**config.mk**
```make
export PLATFORM = sky130hd
export DESIGN_NAME = score_controller
export DESIGN_NICKNAME = d
export VERILOG_FILES = /design/src/rtl/score_controller.sv
export SDC_FILE = /design/constraint.sdc
export NUM_CORES = 1
export LEC_CHECK = 0
export CAP_MARGIN = 15
export CORE_MARGIN = 4
export CORE_UTILIZATION = 50
export DETAILED_ROUTE_END_ITERATION = 6
export PLACE_DENSITY = 0.75
export SYNTH_ARGS = -nofsm -noshare
export SYNTH_HDL_FRONTEND = slang
export SYNTH_SLANG_ARGS = --single-unit
export TNS_END_PERCENT = 30
```
**constraint.sdc**
```tcl
create_clock -name clk -period 1.9 [get_ports clk]
set_clock_uncertainty 0.1 [all_clocks]
set_input_delay 0.38 -clock clk [delete_from_list [all_inputs] [get_ports clk]]
set_output_delay 0.38 -clock clk [all_outputs]
set_load 0.005 [all_outputs]
```
**src/rtl/score_controller.sv**
```systemverilog
// ---------------------------------------------------------------------------
// score_controller
//
// Game-level sequencer for the pong scoring path. Counts points from the ball
// logic's miss events, holds the ball at centre for a serve pause between
// rallies, detects game-over and restarts the match on a start press.
//
// Parameters:
//   WIN_SCORE     score at which a player wins (1..15)
//   PAUSE_CYCLES  clk cycles the ball is held before each serve (>= 1)
//
// Ports:
//   clk        in   system clock
//   reset      in   asynchronous, active-high reset
//   start      in   start button level (synchronised, debounced)
//   miss_p1    in   ball passed player 1's paddle -> point to player 2
//   miss_p2    in   ball passed player 2's paddle -> point to player 1
//   score_p1   out  player 1 score (4 bit, registered)
//   score_p2   out  player 2 score (4 bit, registered)
//   ball_en    out  ball may move (PLAY only)
//   ball_rst   out  hold ball at centre (IDLE, PAUSE, OVER)
//   serve_dir  out  0 = serve toward player 1, 1 = toward player 2
//   game_over  out  high in OVER only
// ---------------------------------------------------------------------------
module score_controller #(
    parameter int unsigned WIN_SCORE    = 9,
    parameter int unsigned PAUSE_CYCLES = 1024
) (
    input  logic       clk,
    input  logic       reset,
    input  logic       start,
    input  logic       miss_p1,
    input  logic       miss_p2,
    output logic [3:0] score_p1,
    output logic [3:0] score_p2,
    output logic       ball_en,
    output logic       ball_rst,
    output logic       serve_dir,
    output logic       game_over
);

    localparam int unsigned CntW = (PAUSE_CYCLES > 1) ? $clog2(PAUSE_CYCLES) : 1;
    localparam logic [CntW-1:0] CntLoad = CntW'(PAUSE_CYCLES - 1);
    localparam logic [3:0] WinScore = 4'(WIN_SCORE);

    typedef enum logic [1:0] {
        StIdle,
        StPause,
        StPlay,
        StOver
    } state_e;

    state_e          state_q, state_d;
    logic [CntW-1:0] cnt_q, cnt_d;
    logic [3:0]      score_p1_q, score_p1_d;
    logic [3:0]      score_p2_q, score_p2_d;
    logic            serve_q, serve_d;
    logic            start_q, miss1_q, miss2_q;

    logic            start_rise, miss1_rise, miss2_rise;
    logic [3:0]      p1_inc, p2_inc;

    // History is tracked in every state so a level already high on entry to
    // PLAY never produces a rising edge there.
    assign start_rise = start & ~start_q;
    assign miss1_rise = miss_p1 & ~miss1_q;
    assign miss2_rise = miss_p2 & ~miss2_q;

    assign p1_inc = score_p1_q + 4'd1;
    assign p2_inc = score_p2_q + 4'd1;

    always_ff @(posedge clk or posedge reset) begin
        if (reset) begin
            state_q    <= StIdle;
            cnt_q      <= '0;
            score_p1_q <= 4'd0;
            score_p2_q <= 4'd0;
            serve_q    <= 1'b0;
            start_q    <= 1'b0;
            miss1_q    <= 1'b0;
            miss2_q    <= 1'b0;
        end else begin
            state_q    <= state_d;
            cnt_q      <= cnt_d;
            score_p1_q <= score_p1_d;
            score_p2_q <= score_p2_d;
            serve_q    <= serve_d;
            start_q    <= start;
            miss1_q    <= miss_p1;
            miss2_q    <= miss_p2;
        end
    end

    always_comb begin
        state_d    = state_q;
        cnt_d      = cnt_q;
        score_p1_d = score_p1_q;
        score_p2_d = score_p2_q;
        serve_d    = serve_q;

        case (state_q)
            StIdle: begin
                score_p1_d = 4'd0;
                score_p2_d = 4'd0;
                if (start_rise) begin
                    state_d = StPause;
                    cnt_d   = CntLoad;
                    serve_d = 1'b0;
                end
            end

            StPause: begin
                // Exit on the cycle the counter reads zero: PAUSE_CYCLES cycles total.
                if (cnt_q == '0) begin
                    state_d = StPlay;
                end else begin
                    cnt_d = cnt_q - 1'b1;
                end
            end

            StPlay: begin
                if (miss1_rise && miss2_rise) begin
                    // Simultaneous misses: replay the rally, nobody scores.
                    state_d = StPause;
                    cnt_d   = CntLoad;
                end else if (miss2_rise) begin
                    score_p1_d = p1_inc;
                    serve_d    = 1'b1;
                    if (p1_inc == WinScore) begin
                        state_d = StOver;
                    end else begin
                        state_d = StPause;
                        cnt_d   = CntLoad;
                    end
                end else if (miss1_rise) begin
                    score_p2_d = p2_inc;
                    serve_d    = 1'b0;
                    if (p2_inc == WinScore) begin
                        state_d = StOver;
                    end else begin
                        state_d = StPause;
                        cnt_d   = CntLoad;
                    end
                end
            end

            StOver: begin
                if (start_rise) begin
                    score_p1_d = 4'd0;
                    score_p2_d = 4'd0;
                    serve_d    = 1'b0;
                    state_d    = StPause;
                    cnt_d      = CntLoad;
                end
            end

            default: begin
                state_d = StIdle;
            end
        endcase
    end

    assign score_p1  = score_p1_q;
    assign score_p2  = score_p2_q;
    assign serve_dir = serve_q;
    assign ball_en   = (state_q == StPlay);
    assign ball_rst  = (state_q != StPlay);
    assign game_over = (state_q == StOver);

endmodule

```
# Word level (Yosys, flattened, before mapping)
# Cells that the tools add are included.
dict set report totals {
  ff_bits 24
  latchBits 0
  ramBits 0
  mem_bits_ro 0
  inputBits 5
  out_inout_bits 12
  n_memories 0
}
dict set report op_classes {
  add_sub_neg 3
  mul 0
  div 0
  n_lt_le_gt_ge 0
  eq_ne 18
  shifts 0
  mux 29
  bitwise 6
  n_reduce_logical 11
}
# op count
set op_table {}
lappend op_table {{10-bit 2-to-1 mux} 7}
lappend op_table {{10-bit case mux with 3 select lines} 1}
lappend op_table {{4-bit 2-to-1 mux} 6}
lappend op_table {{4-bit case mux with 3 select lines} 2}
lappend op_table {{2-bit 2-to-1 mux} 7}
lappend op_table {{10-bit logical NOT} 1}
lappend op_table {{2-bit != test, second input constant} 5}
lappend op_table {{5-bit AND reduction} 2}
lappend op_table {{10-bit by 1-bit subtractor with 10-bit output, second input constant} 1}
lappend op_table {{4-bit by 1-bit adder with 4-bit output, second input constant} 2}
lappend op_table {{4-bit equality test, second input constant} 2}
lappend op_table {{2-bit by 1-bit != test with 1-bit output, second input constant} 4}
lappend op_table {{4-bit != test, second input constant} 2}
lappend op_table {{4-bit AND reduction} 2}
lappend op_table {{2-bit case mux with 3 select lines} 1}
lappend op_table {{2-bit equality test, second input constant} 2}
lappend op_table {{1-bit 2-to-1 mux} 4}
lappend op_table {{4-bit by 1-bit != test with 1-bit output, second input constant} 1}
lappend op_table {{1-bit bitwise AND} 3}
lappend op_table {{3-bit by 1-bit != test with 1-bit output, second input constant} 1}
lappend op_table {{1-bit inverter} 3}
lappend op_table {{3-bit AND reduction} 1}
lappend op_table {{3-bit nonzero test} 1}
lappend op_table {{2-bit by 1-bit equality test with 1-bit output, second input constant} 1}
lappend op_table {{5 further kinds} 5}

# Longest topological paths before layout
# Gate-level depths: netlist of run 1.
dict set report logic_depth {
  depth_word 7
  mapped_depth 9
  mapped_depth_nobuf 7
}

# Worst setup path after synthesis of run 1
# OpenSTA, ideal clock, no wires.
dict set report synth_timing {
  kind {flip-flop to flip-flop}
  start {reg score_p1_q[0] (netlist: score_p1[0])}
  end {reg cnt_q[8]}
  setup_time_ns 0.139
  t_arrival_ns 1.666
  t_required_ns 1.661
  setup_slack_ns -0.005
  stages_incl_launch_ff 8
  n_path_buf 1
  period_less_slack_ns 1.905
  path_cell_list {dfrtp_1 ha_1 xnor2_1 and4_1 a211oi_2 and2_4 buf_6 a41oi_1}
}
dict set report synth_via {
  elab_chain_cells 4
}
# item line
set synth_lines {}
lappend synth_lines {{start, declared} 55} ;# logic [3:0] score_p1_q, score_p1_d;
lappend synth_lines {{start signal, assigned} 85} ;# score_p1_q <= score_p1_d;
lappend synth_lines {{4-bit by 1-bit adder with 4-bit output} 69} ;# assign p1_inc = score_p1_q + 4'd1;
lappend synth_lines {{4-bit equality test} 129} ;# if (p1_inc == WinScore) begin
lappend synth_lines {{4-bit != test (no source line)} n/a}
lappend synth_lines {{5-bit AND reduction (no source line)} n/a}
lappend synth_lines {{end signal, assigned} 84} ;# cnt_q <= cnt_d;
lappend synth_lines {{end, declared} 54} ;# logic [CntW-1:0] cnt_q, cnt_d;
# Every way passes these cells.
# A chain may end at the register's enable or synchronous reset.

# Final worst setup path of run 1
dict set report layout_timing {
  start {reg cnt_q[1]}
  end {reg cnt_q[0]}
}
dict set report layout_via {
  elab_chain_cells 3
}
# item line
set layout_lines {}
lappend layout_lines {{10-bit logical NOT} 114} ;# if (cnt_q == '0) begin
lappend layout_lines {{2-bit != test (no source line)} n/a}
lappend layout_lines {{5-bit AND reduction (no source line)} n/a}
# Every way passes these cells.

==> results of run 1 <==
-- sequential cells by signal, indices dropped and copies added (netlist names) --
signal / flops
miss2_q: 1
state_q: 2
cnt_q: 10
score_p1: 4
miss1_q: 1
serve_dir: 1
start_q: 1
score_p2: 4
-- cells by family after synthesis --
kind of cell / share of synthesized area
flops: 0.3738
fa+ha+maj: 0.07788
simple gates: 0.2251
compound gates: 0.2321
mux: 0.02103
buf+inv: 0.06464
xor+xnor: 0.005453
-- critical path, stage by stage, from the launching register on --
cell and delay [ns]:
dfrtp_1 0.44, inv_1 0.10, ha_2 0.17, nor4b_4 0.26, and4_4 0.29, a211oi_4 0.06
and2_2 0.26, a21o_1 0.19
-- synthesized netlist by cell type (3+ instances only) --
cell and count:
dfrtp_1 24, nand2_1 18, o21ai_0 13, inv_1 11
a21oi_1 10, ha_1 10, nor3b_1 7, a31oi_1 6
a211oi_2 5, nand2b_1 5, nand3_1 5, nor2_1 5
nor3_1 5, nor2b_1 4, and3_1 3, buf_6 3
-- metal layers --
| metal | up-vias | global-route usage |
|---|---|---|
| li1 | 719 | - |
| met1 | 736 | 0.2541 |
| met2 | 42 | 0.3570 |
| met3 | 11 | 0.02773 |
| met4 | 0 | 0.07652 |
| met5 | - | 0 |
-- path summary, 6_finish.rpt --
path / end / slack, ns
max: cnt_q[0] / -0.06
min: score_p1[1] / 0.28
max reg2reg: cnt_q[0] / -0.06
max in group asynchronous: score_p2[2] / 1.17
min reg2reg: cnt_q[8] / 0.42
min in group clk: start_q / 0.41
-- through the flow --
step	total power, mW	cells	setup slack [ns]
after floorplan	1.103	168	-0.003409
after global placement	1.305	253	-0.2564
after detailed placement	1.341	253	-0.3091
after CTS	1.630	259	-0.02816
after global routing	1.832	264	-0.1030
final	1.716	264	-0.05540
-- cell type report --
class / count / share of cell area
multi-input combinational: 126 / 0.4556
tap: 44 / 0.02521
inverter: 11 / 0.01891
timing repair buffer: 55 / 0.2080
clock buffer: 4 / 0.01662
sequential: 24 / 0.2756
-- where the power goes --
group          switching (mW)  internal [mW]  leakage, nW  total [mW]
sequential             0.0554          0.567        0.270       0.622
clock                   0.163          0.117       0.0210       0.280
combinational           0.421          0.393        0.611       0.814
-- repair_timing --
item | CTS | global route
buffers inserted | 2 | 3
resized for setup | 10 | 20
cloned | 0 | 2
endpoints found under the setup margin | 13 | 16
pin swaps | 3 | 7
==> impl_metrics.yaml, run 1 <==
status:
  status: "finished, violations left"
  failed_checks: "negative setup slack"
synth:
  yosysWarnings: 0
  netlist.top_cell.by_area: "dfrtp_1"
  yosysSeqAreaShare: 0.3738
  netlist_area_before_placement_mm2: 0.001607
  most_frequently_used_flop_master_after_synthesis: "dfrtp_1"
  syn_nets: 183
  ys_seq_elements: 24
  synth_cell_type_count: 43
  post_synth_inst_count: 168
  synthArstFlopShare: 1.000
  synth_area_leaders: "dfrtp_1 (37%), ha_1 (7.8%), nand2_1 (4.2%)"
  post_synth_edffs: 0
  synth_area_per_cell_um2: 9.563
  synthDominantCellAreaShare: 0.3738
drt:
  post_drt_wl_per_cell_um: 15.39
  drt_pre_antenna_iters: 4
  met3_wirelength_um: 165
  antenna_violating_nets_post_route: 0
  drtIter0Drc: 85
  route.detailed.vias_per_inst: 5.712
  highest_layer: "met4"
  met2_wirelength_um: 2073
  remaining_drc_errors: 0
  drt-met1-wl_um: 1717
  vias: 1508
  totalWireLength_um: 4062
timing:
  tns_ns: -0.1926
  slew-limit-headroom: 0.7848
  postLayoutSetupSlackWorst_ns: -0.05540
  finalHoldViolCount: 0
  final_min_period_over_clock_period: 1.029
  finalSetupViolations: 6
  final_max_slew_viol_count: 0
  final.hold.worst_slack_ns: 0.2778
  tightestPinTransition_ns: 0.3202
  rsz_0062_raised_after_global_routing: "true"
  peak_freq_mhz: 511.4
  period_needed_ns: 1.955
setup_path:
  ff2ff_path_depth: 7
  critPathMaxFanout: 5
  regToRegStartpoint: "cnt_q[1]"
  critPathKind: "flop to flop"
  crit_start: "cnt_q[1]"
  worst_ep_arrival_time_ns: 2.09
  cp.required_ns: 2.03
  startpoint_type: "flop"
  crit_path_end_kind: "flop"
final_layout:
  area_of_all_placed_cells_without_fillers_mm2: 0.002183
  layout-drive-gt1-share: 0.3682
  post-route-util: 0.7152
  diodes: 0
  layout-area-overhead-vs-synth_pct: 35.90
  mostFrequentLayoutCells: "buf_4 (36), dfrtp_1 (23), nand2_1 (17)"
  multi_input_logic_area_um2: 994.7
  layout_commonest_cell: "buf_4"
  ff_latch_area_um2: 601.8
  fillCellCount: 240
  final_nets: 236
place:
  detailedPlacementHpwl_um: 2837
  placement.io_buffers: 16
  place.gp.congestion: 0.8224
  placement_cell_area_mm2: 0.002007
global_routing:
  initial_antenna_violation_count: 0
  grt_remaining_overflow: 0
  track_usage: 0.2040
  first_global_vias: 1489
  grt_pass1_wl_um: 6775
  grt_start_max_net_pins: 25
clock_tree:
  cts.sinks: 24
  clk_transition_reported_paths_ns: 0.14
  cts_made_buffers: 3
  ctsRootBufferMaster: "clkbuf_4"
  cts-htree-levels: 1
  source_to_sink_clock_delay_at_the_later_pin_of_the_worst_skew_pair_ns: 0.32
  max-clock-path-buffers: 2
  tritoncts_clock_tree: "done"
  cts_hold_buf: 0
worst_hold_path:
  hold_path_class: "input pin to asynchronous set/reset pin"
floorplanning:
  die-height_um: 64.69
  num_rows: 20
  initial_utilization: 0.5262
  die_width_um: 64.69
  io_pins: 17
  design.die.area_mm2: 0.004184
  core_mm2: 0.003053
pwr:
  peakVddDrop_mv: 0.5888
  power_leakage_nw: 0.9014
  cellPowerDensity_mw_per_mm2: 786.0
flow_run:
  drv.max_cap_violation_count: 0
Power figures use the tool's default switching activity.
==> run 2, diff against run 1 <==
--- a/config.mk
+++ b/config.mk
@@ -8,6 +8,7 @@
 export CAP_MARGIN = 15
 export CORE_MARGIN = 4
 export CORE_UTILIZATION = 50
+export CTS_CLUSTER_DIAMETER = 50
 export DETAILED_ROUTE_END_ITERATION = 6
 export PLACE_DENSITY = 0.75
 export SYNTH_ARGS = -nofsm -noshare
==> results of run 2 <==
The final DEF is identical to that of run 1; final timing and power are the same.
==> run 3, diff against run 2 <==
--- a/config.mk
+++ b/config.mk
@@ -10,6 +10,7 @@
 export CORE_UTILIZATION = 50
 export CTS_CLUSTER_DIAMETER = 50
 export DETAILED_ROUTE_END_ITERATION = 6
+export MAX_ROUTING_LAYER = met4
 export PLACE_DENSITY = 0.75
 export SYNTH_ARGS = -nofsm -noshare
 export SYNTH_HDL_FRONTEND = slang
==> run 3 against run 2 <==
  * The run still ends with negative setup slack left
  * Fmax is 0.33% lower
  * Critical endpoint unchanged
  * Routed wire length is 0.91% lower
  * Clock power hardly changed
  * Die area stayed put
  * Sequential power hardly changed
  * Sequential cell count stayed put
==> impl_metrics.yaml, run 3 (synthesis results as in run 1) <==
clock_tree:
  max-clock-path-buffers: 2
  tritoncts_clock_tree: "done"
  ctsRootBufferMaster: "clkbuf_4"
  cts.sinks: 24
  cts_made_buffers: 3
  source_to_sink_clock_delay_at_the_later_pin_of_the_worst_skew_pair_ns: 0.32
  cts-htree-levels: 1
  clk_transition_reported_paths_ns: 0.14
final_layout:
  area_of_all_placed_cells_without_fillers_mm2: 0.002178
  mostFrequentLayoutCells: "buf_4 (35), dfrtp_1 (23), nand2_1 (17)"
  diodes: 0
  layout-drive-gt1-share: 0.3699
  final_nets: 235
  post-route-util: 0.7135
  largest_register_ffs: 10
  registers.top_by_ff_count: "cnt_q"
  layout_commonest_cell: "buf_4"
  layout-area-overhead-vs-synth_pct: 35.59
pwr:
  netSwitchingPower_mw: 0.6438
  swShare: 0.3744
  cellPowerDensity_mw_per_mm2: 789.4
  internal_power_mw: 1.076
  power.sequential.fraction: 0.362
  part_of_the_power_in_the_clock_network: 0.162
  peakVddDrop_mv: 0.5930
  power.share.combinational: 0.475
  total_power_mw: 1.720
  power_leakage_nw: 0.8941
drt:
  antenna_violating_nets_post_route: 0
  post_drt_wl_per_cell_um: 15.30
  drtIter0Drc: 97
  drt_pre_antenna_iters: 5
  totalWireLength_um: 4025
  remaining_drc_errors: 0
  vias: 1503
  route.detailed.vias_per_inst: 5.715
timing:
  rsz_0062_raised_after_global_routing: "true"
  period_needed_ns: 1.962
  slew-limit-headroom: 0.7708
  final_min_period_over_clock_period: 1.033
  finalSetupViolations: 6
  peak_freq_mhz: 509.7
  final_max_slew_viol_count: 0
  tightestPinTransition_ns: 0.3422
  postLayoutSetupSlackWorst_ns: -0.06187
  finalHoldViolCount: 0
  final.hold.worst_slack_ns: 0.2776
setup_path:
  worstPathBufferInverterCount: 1
  critPathKind: "flop to flop"
  slowest_delay_ns: 0.44
  cell_type_group_with_the_largest_total_delay_on_the_critical_path: "simple AND/OR/NAND/NOR gates"
  cp.required_ns: 2.03
  critPathMaxFanout: 5
  startpoint_type: "flop"
  critical_path.slowest_cell: "dfrtp_1"
  worst_ep_arrival_time_ns: 2.09
  crit_chain: "inv_1 > ha_2 > nor4b_4 > and4_4 > a211oi_4 > and2_2 > a21o_1"
  crit_path_end_kind: "flop"
global_routing:
  first_global_vias: 1489
  track_usage: 0.2091
  grt_start_max_net_pins: 25
  initial_antenna_violation_count: 0
  grt_pass1_wl_um: 6755
  grt_remaining_overflow: 0
worst_hold_path:
  hold_path_class: "input pin to asynchronous set/reset pin"
place:
  dp_worst_setup_slack_ns: -0.3091
  place.gp.congestion: 0.8348
  placement_cell_area_mm2: 0.002007
  placement.io_buffers: 16
  detailedPlacementHpwl_um: 2837
floorplanning:
  core_mm2: 0.003053
  die_width_um: 64.69
  design.die.area_mm2: 0.004184
  die-height_um: 64.69
  num_rows: 20
  io_pins: 17
  initial_utilization: 0.5262
flow_run:
  drv.max_cap_violation_count: 0
status:
  status: "finished, violations left"
  failed_checks: "negative setup slack"
## run 3: changes by cell type in the layout (fill, tap and decap cells not counted), sizes merged
| cell | delta |
|---|---|
| buf | -1 |
## run 3: final timing paths
path,from,end,slack [ns],depth (start not counted)
setup / recovery,cnt_q[1],cnt_q[0],-0.06,7
hold / removal,reset,score_p1[1],0.28,3
setup reg to reg,cnt_q[1],cnt_q[0],-0.06,7
hold reg to reg,cnt_q[8],cnt_q[8],0.42,1
max in group asynchronous,reset,score_p2[2],1.17,3
min in group clk,start,start_q,0.41,1
## run 3: what timing repair did
action,CTS,global route
buffers inserted,2,2
setup endpoints to repair,13,16
hold buffers,0,0
pin swaps,3,8
gates cloned,0,2
endpoints found under the hold margin,0,0
resized for setup,10,21
## run 3: layout make-up
class / instances / area, um^2
well taps: 44 / 55.05
fillers: 242 / 874.6
clock buffers: 4 / 36.28
multi-input cells: 126 / 997.2
inverters: 11 / 41.29
repair buffers: 54 / 446.7
flip-flops and latches: 24 / 601.8
## run 3: worst min-delay path, cell delays in order
cell	delay (ns)
clkdlybuf4s50_1	0.39
inv_1	0.05
buf_4	0.29
## run 3: per-stage QoR
step | setup TNS, ns | instances
finish | -0.2175 | 263
floorplan | -0.003409 | 168
CTS | -0.04164 | 259
global route | -0.9618 | 263
global placement | -2.912 | 253
detailed placement | -4.215 | 253
## run 3: power by group through the flow
stage | clock network (mW) | registers (mW) | logic (mW)
detailed placement | 0 | 0.622 | 0.719
global route | 0.312 | 0.630 | 0.889
CTS | 0.283 | 0.624 | 0.723
finish | 0.279 | 0.623 | 0.817
floorplan | 0 | 0.620 | 0.482
global placement | 0 | 0.616 | 0.689
## run 3: metal layers
layer	vias to the layer above	track usage	part of all wire
met1	731	0.2541	0.42
met5	-	-	0
met3	14	0.02773	0.040
met4	0	0.07652	0.031
met2	43	0.3557	0.51
li1	715	-	-
